--- config.mk ---
export PLATFORM = sky130hd
export DESIGN_NAME = seg7_scan_ctrl
export DESIGN_NICKNAME = d
export VERILOG_FILES = /design/src/rtl/seg7_pkg.sv /design/src/rtl/hex2seg_dec.sv /design/src/rtl/seg7_scan_ctrl.sv
export SDC_FILE = /design/constraint.sdc
export NUM_CORES = 1
export LEC_CHECK = 0
export BUFFER_PORTS_ARGS = -buffer_cell sky130_fd_sc_hd__buf_4
export CORE_MARGIN = 2
export CORE_UTILIZATION = 35
export CTS_CLUSTER_DIAMETER = 150
export DETAILED_ROUTE_END_ITERATION = 8
export MAX_ROUTING_LAYER = met4
export PLACE_DENSITY = 0.53
export SYNTH_ARGS = -nofsm -noshare
export SYNTH_HDL_FRONTEND = slang
export SYNTH_SLANG_ARGS = --single-unit
--- constraint.sdc ---
create_clock -name clk -period 4.65 [get_ports clk]
set_input_delay 0.465 -clock clk [delete_from_list [all_inputs] [get_ports clk]]
set_output_delay 0.465 -clock clk [all_outputs]
set_load 0.005 [all_outputs]
--- src/rtl/seg7_pkg.sv ---
// Shared types and the hex-to-segment table for the 7-segment scan controller.
package seg7_pkg;

  typedef logic [6:0] seg7_t;

  localparam seg7_t SEG_OFF = 7'h7F;

  // Active-low segment code, bit 0 = segment a.
  function automatic seg7_t hex2seg(input logic [3:0] nib);
    case (nib)
      4'h0:    return 7'h40;
      4'h1:    return 7'h79;
      4'h2:    return 7'h24;
      4'h3:    return 7'h30;
      4'h4:    return 7'h19;
      4'h5:    return 7'h12;
      4'h6:    return 7'h02;
      4'h7:    return 7'h78;
      4'h8:    return 7'h00;
      4'h9:    return 7'h10;
      4'hA:    return 7'h08;
      4'hB:    return 7'h03;
      4'hC:    return 7'h46;
      4'hD:    return 7'h21;
      4'hE:    return 7'h06;
      default: return 7'h0E;
    endcase
  endfunction

endpackage

--- src/rtl/hex2seg_dec.sv ---
// Combinational 4-bit hex to active-low 7-segment decoder for the selected digit.
module hex2seg_dec
  import seg7_pkg::*;
(
  input  logic [3:0] nib_i,
  output seg7_t      seg_o
);

  assign seg_o = hex2seg(nib_i);

endmodule

--- src/rtl/seg7_scan_ctrl.sv ---
// Multiplexed 7-segment scan controller with frame-synchronous double buffering.
// Define SEG7_SCAN_BLINK_EN to build the frame-based blink counter.
module seg7_scan_ctrl
  import seg7_pkg::*;
#(
  parameter int NDIG     = 8,
  parameter int SCAN_DIV = 131072,
  parameter int BLINK_W  = 5
) (
  input  logic              clk,
  input  logic              clr_n,
  input  logic              load,
  input  logic [4*NDIG-1:0] value,
  input  logic [NDIG-1:0]   dp_in,
  input  logic [NDIG-1:0]   blank_in,
  input  logic              lz_en,
  input  logic [NDIG-1:0]   blink_mask,
  output logic [6:0]        a2g,
  output logic [NDIG-1:0]   an,
  output logic              dp,
  output logic              upd_done
);

  localparam int IDX_W = $clog2(NDIG);
  localparam int PRE_W = $clog2(SCAN_DIV);
  localparam logic [IDX_W-1:0] IDX_LAST = IDX_W'(NDIG - 1);
  localparam logic [PRE_W-1:0] PRE_LAST = PRE_W'(SCAN_DIV - 1);

  logic [PRE_W-1:0]  presc_q, presc_d;
  logic [IDX_W-1:0]  idx_q, idx_d;
  logic              tick, frame_end;
  logic              pend_q, pend_d;
  logic              upd_q, upd_d;
  logic [4*NDIG-1:0] pend_val_q, act_val_q;
  logic [NDIG-1:0]   pend_dp_q, pend_blank_q, act_dp_q, act_blank_q;
  logic [NDIG-1:0]   an_q, an_d;
  seg7_t             a2g_q, a2g_d;
  logic              dp_q, dp_d;

  logic [3:0]        nib [NDIG];
  logic [3:0]        sel_nib;
  seg7_t             dec_seg;
  logic [NDIG-1:0]   supp_vec, blink_vec, dark_vec;
  logic              zrun;

  assign tick      = (presc_q == PRE_LAST);
  assign frame_end = tick && (idx_q == IDX_LAST);

  for (genvar gi = 0; gi < NDIG; gi++) begin : g_dig
    assign nib[gi]      = act_val_q[4*gi +: 4];
    assign dark_vec[gi] = act_blank_q[gi] | supp_vec[gi] | blink_vec[gi];
  end

  // Walk down from the most significant digit; digit 0 is never suppressed.
  always_comb begin
    supp_vec = '0;
    zrun     = 1'b1;
    for (int i = NDIG - 1; i >= 1; i--) begin
      zrun        = zrun & (nib[i] == 4'h0);
      supp_vec[i] = lz_en & zrun;
    end
  end

`ifdef SEG7_SCAN_BLINK_EN
  logic [BLINK_W:0] blink_q, blink_d;

  assign blink_d   = frame_end ? blink_q + 1'b1 : blink_q;
  assign blink_vec = blink_mask & {NDIG{blink_q[BLINK_W]}};

  always_ff @(posedge clk or negedge clr_n) begin
    if (!clr_n) blink_q <= '0;
    else        blink_q <= blink_d;
  end
`else
  logic unused_blink;

  assign unused_blink = (^blink_mask) ^ (BLINK_W > 0);
  assign blink_vec    = '0;
`endif

  assign sel_nib = nib[idx_q];

  hex2seg_dec u_dec (
    .nib_i (sel_nib),
    .seg_o (dec_seg)
  );

  always_comb begin
    presc_d = tick ? '0 : presc_q + 1'b1;
    idx_d   = idx_q;
    if (tick) idx_d = (idx_q == IDX_LAST) ? '0 : idx_q + 1'b1;
    // A load on the boundary cycle re-arms pending with the new data.
    pend_d  = load | (pend_q & ~frame_end);
    upd_d   = frame_end & pend_q;
    an_d    = ~(NDIG'(1) << idx_q);
    a2g_d   = dark_vec[idx_q] ? SEG_OFF : dec_seg;
    dp_d    = ~act_dp_q[idx_q];
  end

  always_ff @(posedge clk or negedge clr_n) begin
    if (!clr_n) begin
      presc_q      <= '0;
      idx_q        <= '0;
      pend_q       <= 1'b0;
      upd_q        <= 1'b0;
      pend_val_q   <= '0;
      pend_dp_q    <= '0;
      pend_blank_q <= '0;
      act_val_q    <= '0;
      act_dp_q     <= '0;
      act_blank_q  <= '0;
      an_q         <= '1;
      a2g_q        <= SEG_OFF;
      dp_q         <= 1'b1;
    end else begin
      presc_q <= presc_d;
      idx_q   <= idx_d;
      pend_q  <= pend_d;
      upd_q   <= upd_d;
      an_q    <= an_d;
      a2g_q   <= a2g_d;
      dp_q    <= dp_d;
      if (load) begin
        pend_val_q   <= value;
        pend_dp_q    <= dp_in;
        pend_blank_q <= blank_in;
      end
      if (frame_end && pend_q) begin
        act_val_q   <= pend_val_q;
        act_dp_q    <= pend_dp_q;
        act_blank_q <= pend_blank_q;
      end
    end
  end

  assign a2g      = a2g_q;
  assign an       = an_q;
  assign dp       = dp_q;
  assign upd_done = upd_q;

endmodule

==> flow_summary.toml, run 1 <==
[status]
status = "complete, no violations"

[clock_network]
numCtsBuffers = 17
root_buffer = "clkbuf_16"
clock_sinks = 134
insertion_delay_ns = 0.44
clock_path_buffers = 2
postCtsHoldBufs = 0
cts_tree = "built"
cts_setup_buffers = 0
cts_resized = 0
path_clk_slew_ns = 0.05
htreeDepth = 4

[routing]
dr.pass1.iters = 4
drc_errors = 0
wl_per_cell_um = 15.9
ant_nets = 0
drt_iter0_markers = 232
dr_total_vias = 3377
via_per_inst = 4.80
wirelength_um = 11200

[setup_path]
cp-start-kind = "flip-flop"
worst-path-max-fanout = 11
critical_path_class = "reg -> reg"
arrival_ns = 3.47
critPathRequiredTime_ns = 4.99
end_kind = "flip-flop"
r2r_slack_ns = 1.53

[finish]
final_cell_mix = "118 x dfrtp_1, 99 x mux2_2, 72 x buf_4"
final_common_cell = "dfrtp_1"
num-fill-cells = 1471
final_nets = 548
drive_above_1_share_pct = 47.8
n_antenna_cell = 0
finalNonFillerCells = 703
area_growth_syn_to_layout_pct = 23.4

[logic_synthesis]
synth_flop_cell = "dfrtp_1"
synthArstFlopShare_pct = 100
netlist_area_sq_um = 5740
ys_types = 41
seq_area_frac_synth_pct = 58.7
syn_avg_cell_area_sq_um = 14.3
ys_warn_count = 0
syn-num-nets = 475
synth_cells = 401
synth_edf_count = 0
ys_ff_latch = 134

[timing]
period_share_pct = 67.1
worst_clock_skew_ns = 0.0243
fmax_ghz = 0.320
period_needed_ns = 3.12
finalSetupViolations = 0
slew_headroom_pct = 22.2
worstMarginPinSlew_ns = 1.13
drv_slew = 0
fin_setup_tns_ns = 0
grt_setup_unrepaired = "no"
layout_setup_ws_ns = 1.53
finalHoldViolCount = 0

[floorplanning]
rows = 46
die-area_sq_um = 17500
floorplan.initialDensity_pct = 36.0
fp.coreArea_sq_um = 15900
chipWidth_um = 132
die_h_um = 132
io-pin-count = 77

[global_routing]
grt_max_degree = 65
grt_pass1_vias = 3577
track_usage_pct = 14.5
grt_pass1_wl_um = 18800
grt_overflow = 0
antenna_found_initial = 0

[min_path]
min_path_type = "in -> async"

[place]
place.gp.congestion = 0.722
placed_cells = 671
io_buffers = 68
dp_hpwl_um = 7700
pre_cts_slack_ns = 1.53

[flow_run]
drv_cap = 0

[power]
p_per_area_nw_per_um2 = 381
totalPowerFinal_mw = 2.70
leakage_nw = 3.28
vdd_ir_drop_max_mv = 0.250
[critical path, stage by stage, from the launching register on]
cell      delay (ns)
dfrtp_1         0.70
buf_4           0.30
mux4_2          0.52
mux2i_1         0.85
nand2b_1        0.28
and3b_1         0.26
o21ai_1         0.12
[state kept, by name, summed over array words and instances (netlist names)]
name / flops
pend_dp_q: 8
pend_q: 1
upd_done: 1
act_val_q: 32
dp: 1
an: 8
act_blank_q: 8
presc_q: 17
idx_q: 3
pend_blank_q: 8
act_dp_q: 8
pend_val_q: 32
a2g: 7
[Yosys cell counts (all sizes together) (4+ instances only)]
cell    instances  share of area (%)
xnor2           5               0.76
buf            14                1.1
xor2            7                1.1
mux4           11                4.3
dfstp          16                7.3
nor2           17                1.1
nor4            8               0.87
mux2           99                 19
nor3            4               0.35
nand3           9               0.78
dfrtp         118                 51
a21oi           5               0.44
nand2          17                1.1
mux2i           8                1.6
o21ai           5               0.44
inv             9               0.59
clkbuf          4               0.26
ha             14                3.0
[power breakdown]
group / switching [mW] / total [mW] / internal [mW]
sequential: 0.0232 / 1.23 / 1.21
clock: 0.490 / 1.36 / 0.868
combinational: 0.0465 / 0.112 / 0.0651
total: 0.560 / 2.70 / 2.14
[layer usage]
layer | track usage, % | vias to the layer above | part of all wire [%]
met3 | 4.34 | 15 | 3.0
met2 | 21.5 | 53 | 48
li1 | - | 1590 | -
met1 | 18.5 | 1719 | 47
met5 | - | - | 0
met4 | 6.16 | 0 | 1.4
[through the flow]
stage                     utilization [%]  instance area (sq um)  hold WS [ns]
after floorplan                         -                   5740         0.169
after global placement               40.7                   6480         0.465
after detailed placement             40.7                   6480         0.471
after CTS                            44.5                   7090         0.158
after global routing                 44.5                   7090         0.195
final                                44.5                   7090         0.128
[path summary, 6_finish.rpt]
| path | startpoint | to | cells past startpoint |
|---|---|---|---|
| max | idx_q[0]$_DFFE_PN0N_ | a2g[0]$_DFF_PN1_ | 6 |
| min | clr_n | presc_q[5]$_DFF_PN0_ | 1 |
| max reg2reg | idx_q[0]$_DFFE_PN0N_ | a2g[0]$_DFF_PN1_ | 6 |
| min reg2reg | presc_q[16]$_DFF_PN0_ | presc_q[16]$_DFF_PN0_ | 1 |
| max in group asynchronous | clr_n | act_blank_q[1]$_DFFE_PN0P_ | 2 |
| min in group clk | dp_in[0] | pend_dp_q[0]$_DFFE_PN0P_ | 2 |
[cell families after synthesis]
kind of cell             count (synthesis)  synth area share, %
adder cells (fa/ha/maj)                 14                 3.05
XOR/XNOR                                12                 1.83
multiplexers                           118                 25.3
flip-flops                             134                 58.7
buffers and inverters                   28                 2.03
AND/OR/NAND/NOR                         72                 6.25
AO/OA/AOI/OAI                           23                 2.79
[area by class of cell]
type / count / area [sq um] / area share (%)
sequential: 134 / 3370 / 47.6
multi-input combinational: 239 / 2260 / 31.9
inverter: 10 / 37.5 / 0.529
clock inverter: 12 / 153 / 2.15
tap: 216 / 270 / 3.81
timing repair buffer: 72 / 541 / 7.62
clock buffer: 20 / 457 / 6.44
Power figures use the tool's default switching activity.
==> run 2, diff against run 1 <==
--- a/config.mk
+++ b/config.mk
@@ -11,7 +11,7 @@
 export CTS_CLUSTER_DIAMETER = 150
 export DETAILED_ROUTE_END_ITERATION = 8
 export MAX_ROUTING_LAYER = met4
-export PLACE_DENSITY = 0.53
+export PLACE_DENSITY = 0.55
 export SYNTH_ARGS = -nofsm -noshare
 export SYNTH_HDL_FRONTEND = slang
 export SYNTH_SLANG_ARGS = --single-unit
==> constraint.sdc (replaced) <==
create_clock -name clk -period 2.8 [get_ports clk]
set_input_delay 0.28 -clock clk [delete_from_list [all_inputs] [get_ports clk]]
set_output_delay 0.28 -clock clk [all_outputs]
set_load 0.005 [all_outputs]
==> run 2 against run 1 <==
Final cell count increased by 1.0%. Sequential share of layout area is 0.62 points lower. Core utilization is 0.59 points higher. Clock power up 69%. Sequential power rose by 67%. Sequential cell count unchanged. Die area did not move. Count of clock-buffer cells in the layout rose by 6. Clock skew fell by 0.014 ns. Critical endpoint is now a2g[3]$_DFF_PN1_.
==> flow_summary.toml, run 2 (synthesis gave the netlist of run 1 again) <==
[global_routing]
grt_max_degree = 51
grt_overflow = 0
grt_pass1_vias = 3644
track_usage_pct = 14.4
grt_pass1_wl_um = 18800
antenna_found_initial = 0

[setup_path]
crit_family = "multiplexers"
arrival_ns = 2.77
max_stage_delay_ns = 0.56
crit_chain = "buf_4 > mux4_2 > nand2_1 > and2_1 > inv_1 > ha_1 > mux2i_1 > mux2_2 > nand2_1"
reg2reg_from = "idx_q[0]$_DFFE_PN0N_"
crit_buf_inv = 2
worst_path_most_repeated_cell = "nand2_1"
slowest_stage = "dfrtp_1"
critical_path_class = "reg -> reg"
rr_worst_depth = 9
worst-path-max-fanout = 10
startpoint = "idx_q[0]$_DFFE_PN0N_"
end_kind = "flip-flop"
critPathRequiredTime_ns = 3.13
cp-start-kind = "flip-flop"
r2r_end = "a2g[3]$_DFF_PN1_"
r2r_slack_ns = 0.36

[routing]
wl_per_cell_um = 15.8
dr_total_vias = 3397
wirelength_um = 11200
dr.pass1.iters = 5
drt_iter0_markers = 133
via_per_inst = 4.78
ant_nets = 0
drc_errors = 0

[timing]
period_share_pct = 87.3
fin_setup_tns_ns = 0
period_needed_ns = 2.44
worstMarginPinSlew_ns = 0.655
drv_slew = 0
worst_clock_skew_ns = 0.0101
fmax_ghz = 0.409
grt_setup_unrepaired = "no"
slew_headroom_pct = 56.3
finalSetupViolations = 0
finalHoldViolCount = 0

[finish]
final_nets = 555
final_cell_mix = "118 x dfrtp_1, 99 x mux2_2, 76 x buf_4"
top_regs = "act_val_q x32, pend_val_q x32, presc_q x17"
num-fill-cells = 1477
drive_above_1_share_pct = 47.8
finalNonFillerCells = 710
post-route-util_pct = 45.1
n_antenna_cell = 0
area_growth_syn_to_layout_pct = 25.1
final_common_cell = "dfrtp_1"

[clock_network]
cts_resized = 0
numCtsBuffers = 17
clock_sinks = 134
insertion_delay_ns = 0.42
clock_path_buffers = 2
cts_tree = "built"
root_buffer = "clkbuf_16"
cts_setup_buffers = 0
postCtsHoldBufs = 1
path_clk_slew_ns = 0.06
htreeDepth = 4

[power]
leakage_nw = 3.33
vdd_ir_drop_max_mv = 0.406
p_per_area_nw_per_um2 = 632

[floorplanning]
die_h_um = 132
fp.coreArea_sq_um = 15900
rows = 46
die-area_sq_um = 17500
io-pin-count = 77
chipWidth_um = 132
floorplan.initialDensity_pct = 36.0

[place]
place.gp.congestion = 0.815
io_buffers = 68
placed_cells = 677
dp_hpwl_um = 7820

[min_path]
worstHoldStart = "value[17]"
min_path_type = "in -> reg"
hold_path_end = "pend_val_q[17]$_DFFE_PN0P_"
whs_path_depth = 2

[status]
status = "complete, no violations"

[flow_run]
drv_cap = 0
-- run 2: cell types whose count changed in the layout (fill, tap and decap cells not counted), sizes merged --
cell	change
clkinv	-4
dlygate4sd3	+1
clkbuf	+6
buf	+6
clkinvlp	-2
-- run 2: layout make-up --
cell class,count,area [sq um],area share [%]
clock buffer,26,509,7.09
timing repair buffer,79,621,8.64
inverter,10,37.5,0.522
sequential,134,3370,47.0
clock inverter,6,114,1.58
multi-input combinational,239,2260,31.5
tap,216,270,3.76
-- run 2: worst max-delay path by stage --
stage	to	slack, ns	cells after the start
finish	a2g[3]$_DFF_PN1_	0.36	9
global route	a2g[3]$_DFF_PN1_	0.12	9
CTS	a2g[3]$_DFF_PN1_	0.32	9
detailed placement	a2g[3]$_DFF_PN1_	0.34	9
global placement	a2g[3]$_DFF_PN1_	0.38	9
floorplan	act_blank_q[2]$_DFFE_PN0P_	0.24	9
-- run 2: routing by layer --
metal,vias up,wire length (um),global-route usage [%]
li1,1610,-,-
met1,1722,5290,18.1
met2,52,5340,21.9
met3,13,372,4.19
met4,0,180,5.62
met5,-,0,-
-- run 2: where the power goes --
| group | switching [mW] | total, mW | internal [mW] |
|---|---|---|---|
| sequential | 0.0408 | 2.05 | 2.01 |
| clock | 0.778 | 2.30 | 1.52 |
| combinational | 0.0781 | 0.190 | 0.112 |
-- run 2: worst reg2reg max path, delay by kind of cell, from the launching register on --
kind / cells / cell delay, ns
mux: 3 / 0.81
buf+inv: 2 / 0.41
fa+ha+maj: 1 / 0.26
flops: 1 / 0.56
simple gates: 3 / 0.33
-- run 2: metrics by stage --
step,area [sq um],power (mW),hold slack (ns),setup slack [ns]
2_1_floorplan,5740,2.15,-0.0156,0.237
3_3_place_gp,6550,2.27,0.307,0.384
3_5_place_dp,6550,2.28,0.314,0.338
4_1_cts,7180,4.61,0.0688,0.322
5_1_grt,7180,4.72,0.0742,0.120
6_report,7180,4.54,0.0951,0.357
==> run 3, diff against run 2 <==
--- a/config.mk
+++ b/config.mk
@@ -5,6 +5,7 @@
 export SDC_FILE = /design/constraint.sdc
 export NUM_CORES = 1
 export LEC_CHECK = 0
+export ABC_AREA = 1
 export BUFFER_PORTS_ARGS = -buffer_cell sky130_fd_sc_hd__buf_4
 export CORE_MARGIN = 2
 export CORE_UTILIZATION = 35
==> run 3 against run 2 <==
Sequential power is essentially flat. Global-route usage rose by 1.1 points. Wire length rose by 11%. Via count is 33% higher. Highest routed layer unchanged. Worst hold slack worse by 0.028 ns. Fmax decreased by 3.0%.
==> flow_summary.toml, run 3 <==
[status]
status = "complete, no violations"

[power]
p_sw_uw = 930
vdd_ir_drop_max_mv = 0.435
p_int_mw = 3.47
combPwrFrac_pct = 4.6
p_per_area_nw_per_um2 = 603
switching_share_pct = 21.2
leakage_nw = 3.57
p_seq_share_pct = 45.9
clkPwrFrac_pct = 49.5

[routing]
drt_iter0_markers = 235
wirelength_um = 12500
ant_nets = 0
dr.pass1.iters = 5
wl_per_cell_um = 12.7
dr_total_vias = 4518
via_per_inst = 4.60
drc_errors = 0

[floorplanning]
die-area_sq_um = 18000
rows = 47
floorplan.initialDensity_pct = 35.9
die_h_um = 134
chipWidth_um = 134
fp.coreArea_sq_um = 16600
io-pin-count = 77

[timing]
worstMarginPinSlew_ns = 0.781
layout_setup_ws_ns = 0.282
period_needed_ns = 2.52
fin_setup_tns_ns = 0
slew_headroom_pct = 48.0
fmax_ghz = 0.397
finalSetupViolations = 0
whs_ns = 0.0675
drv_slew = 0
grt_setup_unrepaired = "no"
worst_clock_skew_ns = 0.00924
period_share_pct = 89.9
finalHoldViolCount = 0

[clock_network]
numCtsBuffers = 17
insertion_delay_ns = 0.42
root_buffer = "clkbuf_16"
clock_path_buffers = 2
htreeDepth = 4
path_clk_slew_ns = 0.06
cts_tree = "built"
clock_sinks = 134

[logic_synthesis]
yosysTopAreaCellShare_pct = 49.7
syn-num-nets = 758
seq_area_frac_synth_pct = 56.7
syn_avg_cell_area_sq_um = 8.69
ys_warn_count = 0
synth_edf_count = 0
synth.most_common_cell = "nand2_1"
synth_largest_area_cell = "dfrtp_1"
synth_flop_cell = "dfrtp_1"
ys_types = 38
synthArstFlopShare_pct = 100
synth_common_cells = "169 x nand2_1, 118 x dfrtp_1, 90 x o21ai_0"
ys_ff_latch = 134
synth.area.top_cells = "dfrtp_1 50%, nand2_1 11%, o21ai_0 7.6%"
synth_cells = 684
netlist_area_sq_um = 5950

[finish]
area_growth_syn_to_layout_pct = 22.7
final_nets = 824
final_common_cell = "nand2_1"
n_antenna_cell = 0
top_regs = "act_val_q x32, pend_val_q x32, presc_q x17"
final_cell_mix = "169 x nand2_1, 118 x dfrtp_1, 90 x o21ai_0"
drive_above_1_share_pct = 19.5

[global_routing]
grt_pass1_wl_um = 21400
track_usage_pct = 15.4
grt_overflow = 0
grt_pass1_vias = 4546
grt_max_degree = 98
antenna_found_initial = 0

[setup_path]
arrival_ns = 2.80
critical_path_class = "reg -> reg"
slowest_stage = "dfrtp_1"
rr_worst_depth = 14
r2r_slack_ns = 0.28
end_kind = "flip-flop"
r2r_end = "act_val_q[18]$_DFFE_PN0P_"
crit_chain = "ha_1 > nand3_1 > nor2_1 > nand2_1 > nor2_1 > nand2_1 > nor2_1 > nand3_1 > nor3_2 > ha_2 > nand3_2 > buf_12 > nand2_1 > o21ai_0"
critPathRequiredTime_ns = 3.08
worst-path-max-fanout = 80
max_stage_delay_ns = 0.37
cp-start-kind = "flip-flop"
reg2reg_from = "presc_q[0]$_DFF_PN0_"

[min_path]
worstHoldStart = "value[6]"
whs_path_depth = 3
min_path_type = "in -> reg"
hold_path_end = "pend_val_q[6]$_DFFE_PN0P_"

[place]
pre_cts_slack_ns = 0.207
place.gp.congestion = 0.846
io_buffers = 68
dp_hpwl_um = 8480

[flow_run]
drv_cap = 0
run 3: changes by cell type after synthesis, sizes merged, moves of 13 or more:
cell	change
clkbuf	+16
inv	+81
mux2	-99
nand2	+155
nor2	+29
nand3	+13
o21ai	+123
run 3: through the flow:
| stage | instance area (sq um) | std cells | total power, mW | utilization (%) |
|---|---|---|---|---|
| 4_1_cts | 7270 | 981 | 4.46 | 43.8 |
| 6_report | 7290 | 983 | 4.40 | 44.0 |
| 5_1_grt | 7290 | 983 | 4.57 | 44.0 |
| 3_5_place_dp | 6670 | 948 | 2.26 | 40.2 |
| 3_3_place_gp | 6670 | 948 | 2.25 | 40.2 |
| 2_1_floorplan | 5950 | 684 | 2.13 | - |
run 3: routing by layer:
layer	GRT usage, %	vias up	share of wire, %
met1	20.1	2121	49
met4	4.74	0	1.1
li1	-	2316	-
met5	-	-	0
met2	23.6	72	46
met3	4.27	9	3.5
run 3: cells by family after synthesis:
logic type | share of synthesized area, %
buf+inv | 8.21
simple gates | 17.7
xor+xnor | 0.147
compound gates | 14.3
fa+ha+maj | 2.95
flops | 56.7
run 3: final cells by class:
cell class              count  area [sq um]
clock inverters             6          63.8
inverters                  91           342
clock buffers              26           529
multi-input cells         428          2100
fillers                  1686          9290
repair buffers             78           613
well taps                 220           275
flip-flops and latches    134          3370
run 3: worst max-delay path by stage:
stage,endpoint,cells past startpoint,from
floorplan,act_blank_q[0]$_DFFE_PN0P_,15,presc_q[0]$_DFF_PN0_
finish,act_val_q[18]$_DFFE_PN0P_,14,presc_q[0]$_DFF_PN0_
detailed placement,act_val_q[18]$_DFFE_PN0P_,14,presc_q[0]$_DFF_PN0_
global placement,presc_q[13]$_DFF_PN0_,14,presc_q[0]$_DFF_PN0_
global route,act_val_q[3]$_DFFE_PN0P_,14,presc_q[0]$_DFF_PN0_
CTS,act_val_q[18]$_DFFE_PN0P_,14,presc_q[0]$_DFF_PN0_
run 3: critical path, delay by kind of cell, from the launching register on:
family,cells,cell delay [ns]
and+or+nand+nor,10,1.20
adders and majority gates,2,0.44
DFF,1,0.37
buffers and inverters,1,0.21
AOI/OAI and AO/OA,1,0.09
run 3: repair_timing:
action | CTS | global route
hold buffers | 1 | 0
resized for setup | 0 | 2
hold endpoints to repair | 49 | 0
setup buffers | 0 | 2
setup endpoints to repair | 0 | 56
run 3: power groups by stage:
stage	registers (mW)	logic (mW)	clock network [mW]
2_1_floorplan	2.05	0.0824	0
3_3_place_gp	2.05	0.202	0
6_report	2.02	0.202	2.18
5_1_grt	2.02	0.239	2.31
4_1_cts	2.02	0.210	2.24
3_5_place_dp	2.05	0.208	0
